File: src/rtl/loader_pkg.sv
// Shared types and helpers for the ROM region loader.
package loader_pkg;

  localparam int unsigned MaxReg = 8;
  localparam int unsigned AddrW  = 25;

  // Default ioctl_index values used by hps_io.
  localparam logic [7:0] IdxRom = 8'd0;
  localparam logic [7:0] IdxMod = 8'd1;
  localparam logic [7:0] IdxDip = 8'd254;

  // Per-region byte counter; also used for byte addresses and offsets.
  typedef logic [AddrW-1:0] cnt_t;

  // Packed base/size vector sized for the largest region count.
  typedef logic [AddrW*MaxReg-1:0] reg_vec_t;

  function automatic cnt_t region_base(input reg_vec_t bases, input int unsigned i);
    return bases[AddrW*i +: AddrW];
  endfunction

  function automatic cnt_t region_size(input reg_vec_t sizes, input int unsigned i);
    return sizes[AddrW*i +: AddrW];
  endfunction

endpackage

File: src/rtl/loader_pack.sv
// Byte-to-word packer. With one byte per word it is a plain output register;
// with two it pairs even/odd bytes and flushes a dangling even byte on request.
module loader_pack
  import loader_pkg::*;
#(
  parameter int unsigned NREG = 4,
  parameter int unsigned RAW  = 16,
  parameter int unsigned DWB  = 1
) (
  input  logic             clk_sys,
  input  logic             reset,
  input  logic             clear,
  input  logic             in_valid,
  input  logic [NREG-1:0]  in_sel,
  input  cnt_t             in_off,
  input  logic [7:0]       in_byte,
  input  logic             flush,
  output logic [NREG-1:0]  rom_we,
  output logic [RAW-1:0]   rom_addr,
  output logic [8*DWB-1:0] rom_data
);

  logic [NREG-1:0]  we_d, we_q;
  logic [RAW-1:0]   addr_d, addr_q;
  logic [8*DWB-1:0] data_d, data_q;

  // Output registers; address and data hold their last value between strobes.
  always_ff @(posedge clk_sys or posedge reset) begin
    if (reset) begin
      we_q   <= '0;
      addr_q <= '0;
      data_q <= '0;
    end else begin
      we_q   <= we_d;
      addr_q <= addr_d;
      data_q <= data_d;
    end
  end

  assign rom_we   = we_q;
  assign rom_addr = addr_q;
  assign rom_data = data_q;

  if (DWB == 1) begin : g_pass
    logic unused_pass;
    assign unused_pass = ^{clear, flush, in_off};

    // Every accepted byte is a complete word.
    always_comb begin
      we_d   = '0;
      addr_d = addr_q;
      data_d = data_q;
      if (in_valid) begin
        we_d   = in_sel;
        addr_d = in_off[RAW-1:0];
        data_d = in_byte;
      end
    end
  end else begin : g_pack
    logic            lat_vld_d, lat_vld_q;
    logic [NREG-1:0] lat_sel_d, lat_sel_q;
    logic [RAW-1:0]  lat_addr_d, lat_addr_q;
    logic [7:0]      lat_byte_d, lat_byte_q;
    logic            lat_pair;
    cnt_t            in_woff;
    logic            unused_pack;

    assign in_woff     = in_off >> 1;
    assign unused_pack = ^in_woff;
    // An odd byte only pairs with an even byte latched for the same region.
    assign lat_pair    = lat_vld_q && !clear && (lat_sel_q == in_sel);

    // Low-byte latch state.
    always_ff @(posedge clk_sys or posedge reset) begin
      if (reset) begin
        lat_vld_q  <= 1'b0;
        lat_sel_q  <= '0;
        lat_addr_q <= '0;
        lat_byte_q <= '0;
      end else begin
        lat_vld_q  <= lat_vld_d;
        lat_sel_q  <= lat_sel_d;
        lat_addr_q <= lat_addr_d;
        lat_byte_q <= lat_byte_d;
      end
    end

    // Even bytes wait in the latch, odd bytes complete a word, flush drains a leftover.
    always_comb begin
      we_d       = '0;
      addr_d     = addr_q;
      data_d     = data_q;
      lat_vld_d  = lat_vld_q && !clear;
      lat_sel_d  = lat_sel_q;
      lat_addr_d = lat_addr_q;
      lat_byte_d = lat_byte_q;
      if (in_valid) begin
        if (!in_off[0]) begin
          lat_vld_d  = 1'b1;
          lat_sel_d  = in_sel;
          lat_addr_d = in_woff[RAW-1:0];
          lat_byte_d = in_byte;
        end else begin
          we_d      = in_sel;
          addr_d    = in_woff[RAW-1:0];
          data_d    = {in_byte, lat_pair ? lat_byte_q : 8'h00};
          lat_vld_d = 1'b0;
        end
      end else if (flush && lat_vld_q) begin
        we_d      = lat_sel_q;
        addr_d    = lat_addr_q;
        data_d    = {8'h00, lat_byte_q};
        lat_vld_d = 1'b0;
      end
    end
  end

endmodule

File: src/rtl/rom_region_loader.sv
// Routes hps_io download bytes into ROM regions, captures the core-mod and
// DIP bytes, and reports per-region completion and out-of-map errors.
module rom_region_loader
  import loader_pkg::*;
#(
  parameter int unsigned        NREG     = 4,
  parameter int unsigned        RAW      = 16,
  parameter int unsigned        DWB      = 1,
  parameter logic [25*NREG-1:0] REG_BASE = '0,
  parameter logic [25*NREG-1:0] REG_SIZE = '0,
  parameter logic [7:0]         ROM_IDX  = IdxRom,
  parameter logic [7:0]         MOD_IDX  = IdxMod,
  parameter logic [7:0]         DIP_IDX  = IdxDip,
  parameter int unsigned        NDIP     = 8
) (
  input  logic              clk_sys,
  input  logic              reset,
  input  logic              ioctl_download,
  input  logic              ioctl_wr,
  input  logic [24:0]       ioctl_addr,
  input  logic [7:0]        ioctl_dout,
  input  logic [7:0]        ioctl_index,
  output logic [NREG-1:0]   rom_we,
  output logic [RAW-1:0]    rom_addr,
  output logic [8*DWB-1:0]  rom_data,
  output logic [NREG-1:0]   region_done,
  output logic              dl_busy,
  output logic              dl_done,
  output logic              map_err,
  output logic [7:0]        core_mod,
  output logic [8*NDIP-1:0] dip_sw
);

  localparam reg_vec_t BaseVec = reg_vec_t'(REG_BASE);
  localparam reg_vec_t SizeVec = reg_vec_t'(REG_SIZE);

  cnt_t base_a [NREG];
  cnt_t size_a [NREG];

  for (genvar g = 0; g < NREG; g++) begin : g_region
    assign base_a[g] = region_base(BaseVec, g);
    assign size_a[g] = region_size(SizeVec, g);
  end

  // Download edge detection on the registered copy of ioctl_download.
  logic dl_q, dl_qq;
  logic dl_rise, dl_fall, rom_rise, rom_fall;
  logic dl_busy_q, dl_done_q, map_err_q;
  logic [NREG-1:0] region_done_q, done_now;

  assign dl_rise  = dl_q & ~dl_qq;
  assign dl_fall  = ~dl_q & dl_qq;
  assign rom_rise = dl_rise & (ioctl_index == ROM_IDX);
  // Only the end of a ROM download updates ROM status and flushes the packer.
  assign rom_fall = dl_fall & dl_busy_q;

  // Download level history.
  always_ff @(posedge clk_sys or posedge reset) begin
    if (reset) begin
      dl_q  <= 1'b0;
      dl_qq <= 1'b0;
    end else begin
      dl_q  <= ioctl_download;
      dl_qq <= dl_q;
    end
  end

  // Region decode: lowest-indexed window containing the byte address wins.
  logic            rom_wr;
  logic [NREG-1:0] hit_sel;
  cnt_t            hit_off;
  logic            hit_any;

  assign rom_wr  = ioctl_wr & ioctl_download & (ioctl_index == ROM_IDX);
  assign hit_any = |hit_sel;

  // Window compare done in 26 bits so base + size cannot wrap.
  always_comb begin
    hit_sel = '0;
    hit_off = '0;
    for (int unsigned i = 0; i < NREG; i++) begin
      if (hit_sel == '0 &&
          {1'b0, ioctl_addr} >= {1'b0, base_a[i]} &&
          {1'b0, ioctl_addr} < ({1'b0, base_a[i]} + {1'b0, size_a[i]})) begin
        hit_sel[i] = 1'b1;
        hit_off    = ioctl_addr - base_a[i];
      end
    end
  end

  logic            s1_valid_q;
  logic [NREG-1:0] s1_sel_q;
  cnt_t            s1_off_q;
  logic [7:0]      s1_byte_q;

  // Decode stage register; out-of-map bytes never reach the packer.
  always_ff @(posedge clk_sys or posedge reset) begin
    if (reset) begin
      s1_valid_q <= 1'b0;
      s1_sel_q   <= '0;
      s1_off_q   <= '0;
      s1_byte_q  <= '0;
    end else begin
      s1_valid_q <= rom_wr & hit_any;
      if (rom_wr) begin
        s1_sel_q  <= hit_sel;
        s1_off_q  <= hit_off;
        s1_byte_q <= ioctl_dout;
      end
    end
  end

  cnt_t cnt_q [NREG];

  // Per-region byte counters; a byte landing on the rise cycle still counts.
  always_ff @(posedge clk_sys or posedge reset) begin
    if (reset) begin
      for (int unsigned i = 0; i < NREG; i++) cnt_q[i] <= '0;
    end else begin
      for (int unsigned i = 0; i < NREG; i++) begin
        cnt_q[i] <= (rom_rise ? '0 : cnt_q[i]) + cnt_t'(s1_valid_q & s1_sel_q[i]);
      end
    end
  end

  // A region is complete when exactly its size in bytes has arrived.
  always_comb begin
    done_now = '0;
    for (int unsigned i = 0; i < NREG; i++) done_now[i] = (cnt_q[i] == size_a[i]);
  end

  // ROM download status; a map error raised on the rise cycle is kept.
  always_ff @(posedge clk_sys or posedge reset) begin
    if (reset) begin
      dl_busy_q     <= 1'b0;
      dl_done_q     <= 1'b0;
      map_err_q     <= 1'b0;
      region_done_q <= '0;
    end else begin
      if (rom_rise) begin
        dl_busy_q     <= 1'b1;
        dl_done_q     <= 1'b0;
        region_done_q <= '0;
      end else if (dl_fall) begin
        dl_busy_q <= 1'b0;
        if (dl_busy_q) begin
          dl_done_q     <= ~map_err_q;
          region_done_q <= done_now;
        end
      end
      if (rom_rise) map_err_q <= 1'b0;
      if (rom_wr && !hit_any) map_err_q <= 1'b1;
    end
  end

  loader_pack #(
    .NREG (NREG),
    .RAW  (RAW),
    .DWB  (DWB)
  ) u_pack (
    .clk_sys  (clk_sys),
    .reset    (reset),
    .clear    (rom_rise),
    .in_valid (s1_valid_q),
    .in_sel   (s1_sel_q),
    .in_off   (s1_off_q),
    .in_byte  (s1_byte_q),
    .flush    (rom_fall),
    .rom_we   (rom_we),
    .rom_addr (rom_addr),
    .rom_data (rom_data)
  );

  logic [7:0] mod_shadow_q, core_mod_q;

  // Mod byte is shadowed and only applied at download end so core select never glitches.
  always_ff @(posedge clk_sys or posedge reset) begin
    if (reset) begin
      mod_shadow_q <= '0;
      core_mod_q   <= '0;
    end else begin
      if (ioctl_wr && ioctl_index == MOD_IDX) mod_shadow_q <= ioctl_dout;
      if (dl_fall) core_mod_q <= mod_shadow_q;
    end
  end

  logic [8*NDIP-1:0] dip_q;

  // DIP bytes land immediately; addresses beyond NDIP are dropped.
  always_ff @(posedge clk_sys or posedge reset) begin
    if (reset) begin
      dip_q <= '0;
    end else if (ioctl_wr && ioctl_index == DIP_IDX) begin
      for (int unsigned k = 0; k < NDIP; k++) begin
        if (ioctl_addr == cnt_t'(k)) dip_q[8*k +: 8] <= ioctl_dout;
      end
    end
  end

  assign region_done = region_done_q;
  assign dl_busy     = dl_busy_q;
  assign dl_done     = dl_done_q;
  assign map_err     = map_err_q;
  assign core_mod    = core_mod_q;
  assign dip_sw      = dip_q;

endmodule

File: config.mk
export PLATFORM = sky130hd
export DESIGN_NAME = rom_region_loader
export DESIGN_NICKNAME = d
export VERILOG_FILES = /design/src/rtl/loader_pkg.sv /design/src/rtl/loader_pack.sv /design/src/rtl/rom_region_loader.sv
export SDC_FILE = /design/constraint.sdc
export NUM_CORES = 1
export LEC_CHECK = 0
export ABC_CLOCK_PERIOD_IN_PS = 2530
export CAP_MARGIN = 20
export CORE_AREA = 8 8 78 148
export CTS_BUF_LIST = sky130_fd_sc_hd__clkbuf_16
export DETAILED_ROUTE_END_ITERATION = 6
export DIE_AREA = 0 0 86 156
export PLACE_DENSITY = 0.75
export SYNTH_ARGS = -nofsm -noshare
export SYNTH_HDL_FRONTEND = slang
export SYNTH_SLANG_ARGS = --single-unit
export TNS_END_PERCENT = 5
File: constraint.sdc
create_clock -name clk_sys -period 2.53 [get_ports clk_sys]
set_input_delay 0.506 -clock clk_sys [delete_from_list [all_inputs] [get_ports clk_sys]]
set_output_delay 0.506 -clock clk_sys [all_outputs]
set_load 0.1 [all_outputs]
==> results.cfg, run 1 <==
[pwr]
max-vdd-ir-drop_mv = 0.324
powerDensity_mw_per_mm2 = 592
power.total_mw = 3.09
p_leak_nw = 2.80

[cts]
hold_buffers = 0
root_buffer = clkbuf_16
clkLatencyLatePin_ns = 0.33
post_cts_buffers = 0
cts.sinks = 86
cts_resized = 0
cts_tree = built
cts_buffers = 9
clock_path_buffers = 2
clkTransAtPathRegs_ns = 0.06
htreeDepth = 3

[cells_and_area]
drive_gt1_share_pct = 47.1
fin_nets = 448
largest_register_ffs = 64
areaGrowthSynthToFinish_pct = 42.8
n_antenna_cell = 0

[global_routing]
gr-total-overflow = 0
grt_pass1_vias = 2711
antenna_found_initial = 0
busiest_layer = met2
grt_use_met1_pct = 13.8
gr-usage-all-layers_pct = 14.8
grt_use_met3_pct = 3.38
grt_max_degree = 87
grt_pass1_wl_mm = 14.9
grt_use_met2_pct = 27.6

[logic_synthesis]
syn_avg_cell_area_um2 = 13.8
ys_seq_elements = 86
synthesis.instances = 264
synth_edf_count = 0
seq_area_frac_synth_pct = 58.9
yosysTopAreaCell = dfrtp_1
yosys-top-cells-area = dfrtp_1 (59%), mux2_2 (22%), buf_4 (6.4%)
yosysWarnings = 0
yosys_most_used_dff = dfrtp_1
async_flop_share_pct = 100
synth_area_mm2 = 0.00365
synth.distinct_cells = 28
yosysTopAreaCellShare_pct = 58.9
synth_most_common_cell = dfrtp_1
yosys-top-cells-count = dfrtp_1 (86), mux2_2 (72), buf_4 (31)

[critical_path]
cp_max_fo = 8
arrival_ns = 2.59
reg2regPathDepth = 4
critPathCaptureType = register
critPathLaunchType = primary input
r2r_setup_slack_ns = 1.10
crit_type = primary input to register
r2r_start = dl_q
crit_required_ns = 2.75
timing.rr.end = dl_done

[sta]
period_needed_ns = 2.37
slew_viol_final = 0
hold_viol_final = 0
finalCritPeriodShare_pct = 93.7
maxSlewHeadroom_pct = 55.3
fmax_ghz = 0.422
rsz0062_at_grt = false
tightest_slew_ns = 0.670
finClkSkew_ns = 0.00457
setup_viol = 0
fin_ws_ns = 0.159

[hold_path]
whs_endpoint = dl_qq
min_path_cells = 0
min_from = dl_q
hp-class = register to register

[detailed_routing]
vias_per_cell = 4.67
num_vias = 2521
drc = 0
dr.first_iter.drc_count = 86
routed_wl_mm = 9.65
dr.pass1.iters = 4
detail_route.wl_per_cell_um = 17.9
postRouteAntennaNets = 0

[floorplanning]
start_util_pct = 37.9
rows = 51
die_w_um = 86
core_area_mm2 = 0.00964
io_pins = 152
fp.dieH_um = 156
die-area_mm2 = 0.0134

[place]
port_buffers = 123
pre_cts_ws_ns = -0.190
dpl.hpwl_mm = 7.54
place.gp.congestion = 0.762

[outcome]
status = finished clean

[flow_run]
maxCapViolCount = 0
where the power goes:
part,total [mW],switching (mW),leakage (nW),internal (mW)
combinational,0.453,0.357,1.49,0.0962
sequential,1.40,0.0104,1.18,1.39
clock,1.24,0.559,0.133,0.677
how the worst max path moves through the flow:
stage / cells past startpoint / start / end / slack [ns]
3_5_place_dp: 7 / ioctl_index[2] / dip_sw[57] / -0.19
2_1_floorplan: 4 / ioctl_addr[19] / dip_sw[0] / 0.21
3_3_place_gp: 7 / ioctl_addr[19] / dip_sw[62] / -0.19
5_1_grt: 7 / ioctl_index[2] / dip_sw[57] / 0.11
4_1_cts: 7 / ioctl_index[2] / dip_sw[57] / 0.16
6_report: 7 / ioctl_index[2] / dip_sw[57] / 0.16
routing by layer:
| layer | share of wire [%] | wire [um] |
|---|---|---|
| met5 | 0 | 0 |
| met4 | 3.9 | 378 |
| met3 | 5.3 | 515 |
| met2 | 57 | 5540 |
| met1 | 33 | 3220 |
critical path, stage by stage:
cell,delay (ns)
clkdlybuf4s50_1,0.47
or4b_2,0.64
nor3_4,0.22
buf_12,0.15
nand4_2,0.11
buf_4,0.20
mux2_2,0.27
per-stage QoR:
stage          instance area [um2]  std cells  utilization [%]  hold WS, ns  TNS, ns
6_report                      5220        540             54.2        0.426        0
4_1_cts                       5220        540             54.2        0.428        0
3_3_place_gp                  4940        524             51.2        0.397   -10.43
3_5_place_dp                  4940        524             51.2        0.414   -10.09
2_1_floorplan                 3760        291                -        0.379        0
5_1_grt                       5220        540             54.2        0.437        0
cell usage in the layout (no fill, tap or decap), types with 2 or more instances in the layout:
cell type,count
inv_6,2
or4_1,2
and3_1,4
nor3_1,2
clkinv_4,3
nand4_2,8
nor4_1,3
nand2_1,26
nor2_1,5
clkinvlp_4,3
and3b_1,2
clkdlybuf4s50_1,44
nand4b_1,2
clkbuf_16,9
conb_1,28
dfrtp_1,86
buf_4,83
mux2_2,72
buf_12,10
nor3b_1,3
cell families (layout without fill, tap and decap cells):
group | count (synthesis) | in the layout | synth area share (%)
mux | 73 | 73 | 22.5
buf+inv | 38 | 155 | 7.12
other cells | 1 | 28 | 0.103
simple gates | 63 | 63 | 11.0
flops | 86 | 86 | 58.9
compound gates | 3 | 3 | 0.479
layout make-up:
type                       count  area [um2]
tap                          132         165
inverter                       2        11.3
fill                         831        4420
multi-input combinational    167        1340
clock inverter                 7        58.8
clock buffer                   9         225
sequential                    86        2150
timing repair buffer         137        1260
No activity file was read; power rests on OpenSTA's default activity.
==> run 2: changes to the inputs <==
--- a/config.mk
+++ b/config.mk
@@ -9,6 +9,7 @@
 export CAP_MARGIN = 20
 export CORE_AREA = 8 8 78 148
 export CTS_BUF_LIST = sky130_fd_sc_hd__clkbuf_16
+export CTS_CLUSTER_SIZE = 8
 export DETAILED_ROUTE_END_ITERATION = 6
 export DIE_AREA = 0 0 86 156
 export PLACE_DENSITY = 0.75
==> results of run 2 <==
Final layout, timing and power as in run 1 (identical DEF).
==> run 3: changes to the inputs <==
--- a/config.mk
+++ b/config.mk
@@ -7,12 +7,13 @@
 export LEC_CHECK = 0
 export ABC_CLOCK_PERIOD_IN_PS = 2530
 export CAP_MARGIN = 20
-export CORE_AREA = 8 8 78 148
+export CORE_AREA = 2 2 72 142
 export CTS_BUF_LIST = sky130_fd_sc_hd__clkbuf_16
 export CTS_CLUSTER_SIZE = 8
 export DETAILED_ROUTE_END_ITERATION = 6
-export DIE_AREA = 0 0 86 156
+export DIE_AREA = 0 0 74 144
 export PLACE_DENSITY = 0.75
+export SLEW_MARGIN = 30
 export SYNTH_ARGS = -nofsm -noshare
 export SYNTH_HDL_FRONTEND = slang
 export SYNTH_SLANG_ARGS = --single-unit
==> run 3 against run 2 <==
Against the previous run: register-to-register slack improved by 0.31 ns; sequential power about the same; core utilization decreased by 0.091 points; first-iteration DRC count decreased by 1.2%; critical path depth fell by 1; critical path type unchanged; largest cell class unchanged.
==> results.cfg, run 3 (synthesis gave the netlist of run 1 again) <==
[cts]
clock_path_buffers = 2
cts_tree = built
clkLatencyLatePin_ns = 0.33
root_buffer = clkbuf_16
cts.sinks = 86
post_cts_buffers = 0
htreeDepth = 3
clkTransAtPathRegs_ns = 0.06
hold_buffers = 0
cts_resized = 0
cts_buffers = 9

[critical_path]
cp_max_fo = 8
critPathCaptureType = register
crit_type = primary input to register
critPathLaunchType = primary input
crit_path_cell_trace = clkdlybuf4s50_1 > or4b_2 > nor3_4 > buf_12 > nand4_2 > mux2_2
critPathSlowestCell = or4b_2
crit_required_ns = 2.75
cp_num_buf_inv = 2
arrival_ns = 2.59
cpPeakStageDelay_ns = 0.71
path_delay_family = simple AND/OR/NAND/NOR gates

[detailed_routing]
routed_wl_mm = 8.77
vias_per_cell = 4.67
num_vias = 2524
dr.first_iter.drc_count = 85
drc = 0
postRouteAntennaNets = 0
dr.pass1.iters = 4
detail_route.wl_per_cell_um = 16.2

[pwr]
p_leak_nw = 2.80
max-vdd-ir-drop_mv = 0.443
power.total_mw = 3.04
powerDensity_mw_per_mm2 = 584

[floorplanning]
core_area_mm2 = 0.00964
die_w_um = 74
fp.dieH_um = 144
start_util_pct = 37.9
rows = 51
die-area_mm2 = 0.0107
io_pins = 152

[global_routing]
antenna_found_initial = 0
grt_max_degree = 87
grt_pass1_wl_mm = 13.7
grt_pass1_vias = 2613
gr-usage-all-layers_pct = 17.5
gr-total-overflow = 0

[sta]
finClkSkew_ns = 0.00449
slew_viol_final = 0
fmax_ghz = 0.422
hold_viol_final = 0
fin_hold_ws_ns = 0.407
fin_setup_tns_ns = 0
setup_viol = 0
finalCritPeriodShare_pct = 93.8
period_needed_ns = 2.37
rsz0062_at_grt = false

[flow_run]
maxCapViolCount = 0

[cells_and_area]
drive_gt1_share_pct = 46.7
layout_common_cells = dfrtp_1 (86), buf_4 (84), mux2_2 (72)
largest_register_ffs = 64
fin_nets = 449
final.fill_count = 825
layout.cells.most_common = dfrtp_1
n_antenna_cell = 0
fin_util_pct = 54.1
areaGrowthSynthToFinish_pct = 42.6

[place]
port_buffers = 123
place.gp.congestion = 0.762
dpl.hpwl_mm = 6.63

[hold_path]
hp-class = register to register

[outcome]
status = finished clean
==> run 3: changes by cell type in the layout (fill, tap and decap cells not counted), sizes merged <==
cell	change
clkinv	-1
inv	-1
clkinvlp	+2
buf	+1
==> run 3: area by class of cell <==
type / count / area (um2) / share of cell area [%]
timing repair buffer: 138 / 1270 / 24.4
multi-input combinational: 167 / 1340 / 25.8
sequential: 86 / 2150 / 41.3
clock inverter: 7 / 42.5 / 0.816
clock buffer: 9 / 225 / 4.32
inverter: 2 / 11.3 / 0.216
tap: 132 / 165 / 3.17
==> run 3: final timing paths <==
kind                           startpoint         endpoint  slack, ns  depth (start not counted)
min reg2reg                          dl_q            dl_qq       0.41                          0
min in group asynchronous           reset  mod_shadow_q[5]       0.65                          3
min                                  dl_q            dl_qq       0.41                          0
max in group asynchronous           reset   region_done[2]       1.51                          3
max                        ioctl_addr[19]       dip_sw[42]       0.16                          6
max reg2reg                         dl_qq          dl_done       1.41                          5
==> run 3: routing by layer <==
layer,track usage (%),wire length (um),share of wire (%)
met1,18.2,3020,34
met5,0,0,0
met2,32.0,5130,58
met3,3.62,335,3.8
met4,8.90,286,3.3
==> run 3: through the flow <==
step | cell area, um2 | std cells | worst slack [ns]
floorplan | 3760 | 291 | 0.213
global placement | 4940 | 525 | -0.179
detailed placement | 4940 | 525 | -0.208
CTS | 5210 | 541 | 0.142
global route | 5210 | 541 | 0.0575
finish | 5210 | 541 | 0.158
==> run 3: report_power, final <==
part | internal (mW) | total (mW) | switching (mW)
combinational | 0.0974 | 0.453 | 0.356
clock | 0.655 | 1.18 | 0.528
sequential | 1.39 | 1.40 | 0.0104
total | 2.15 | 3.04 | 0.895
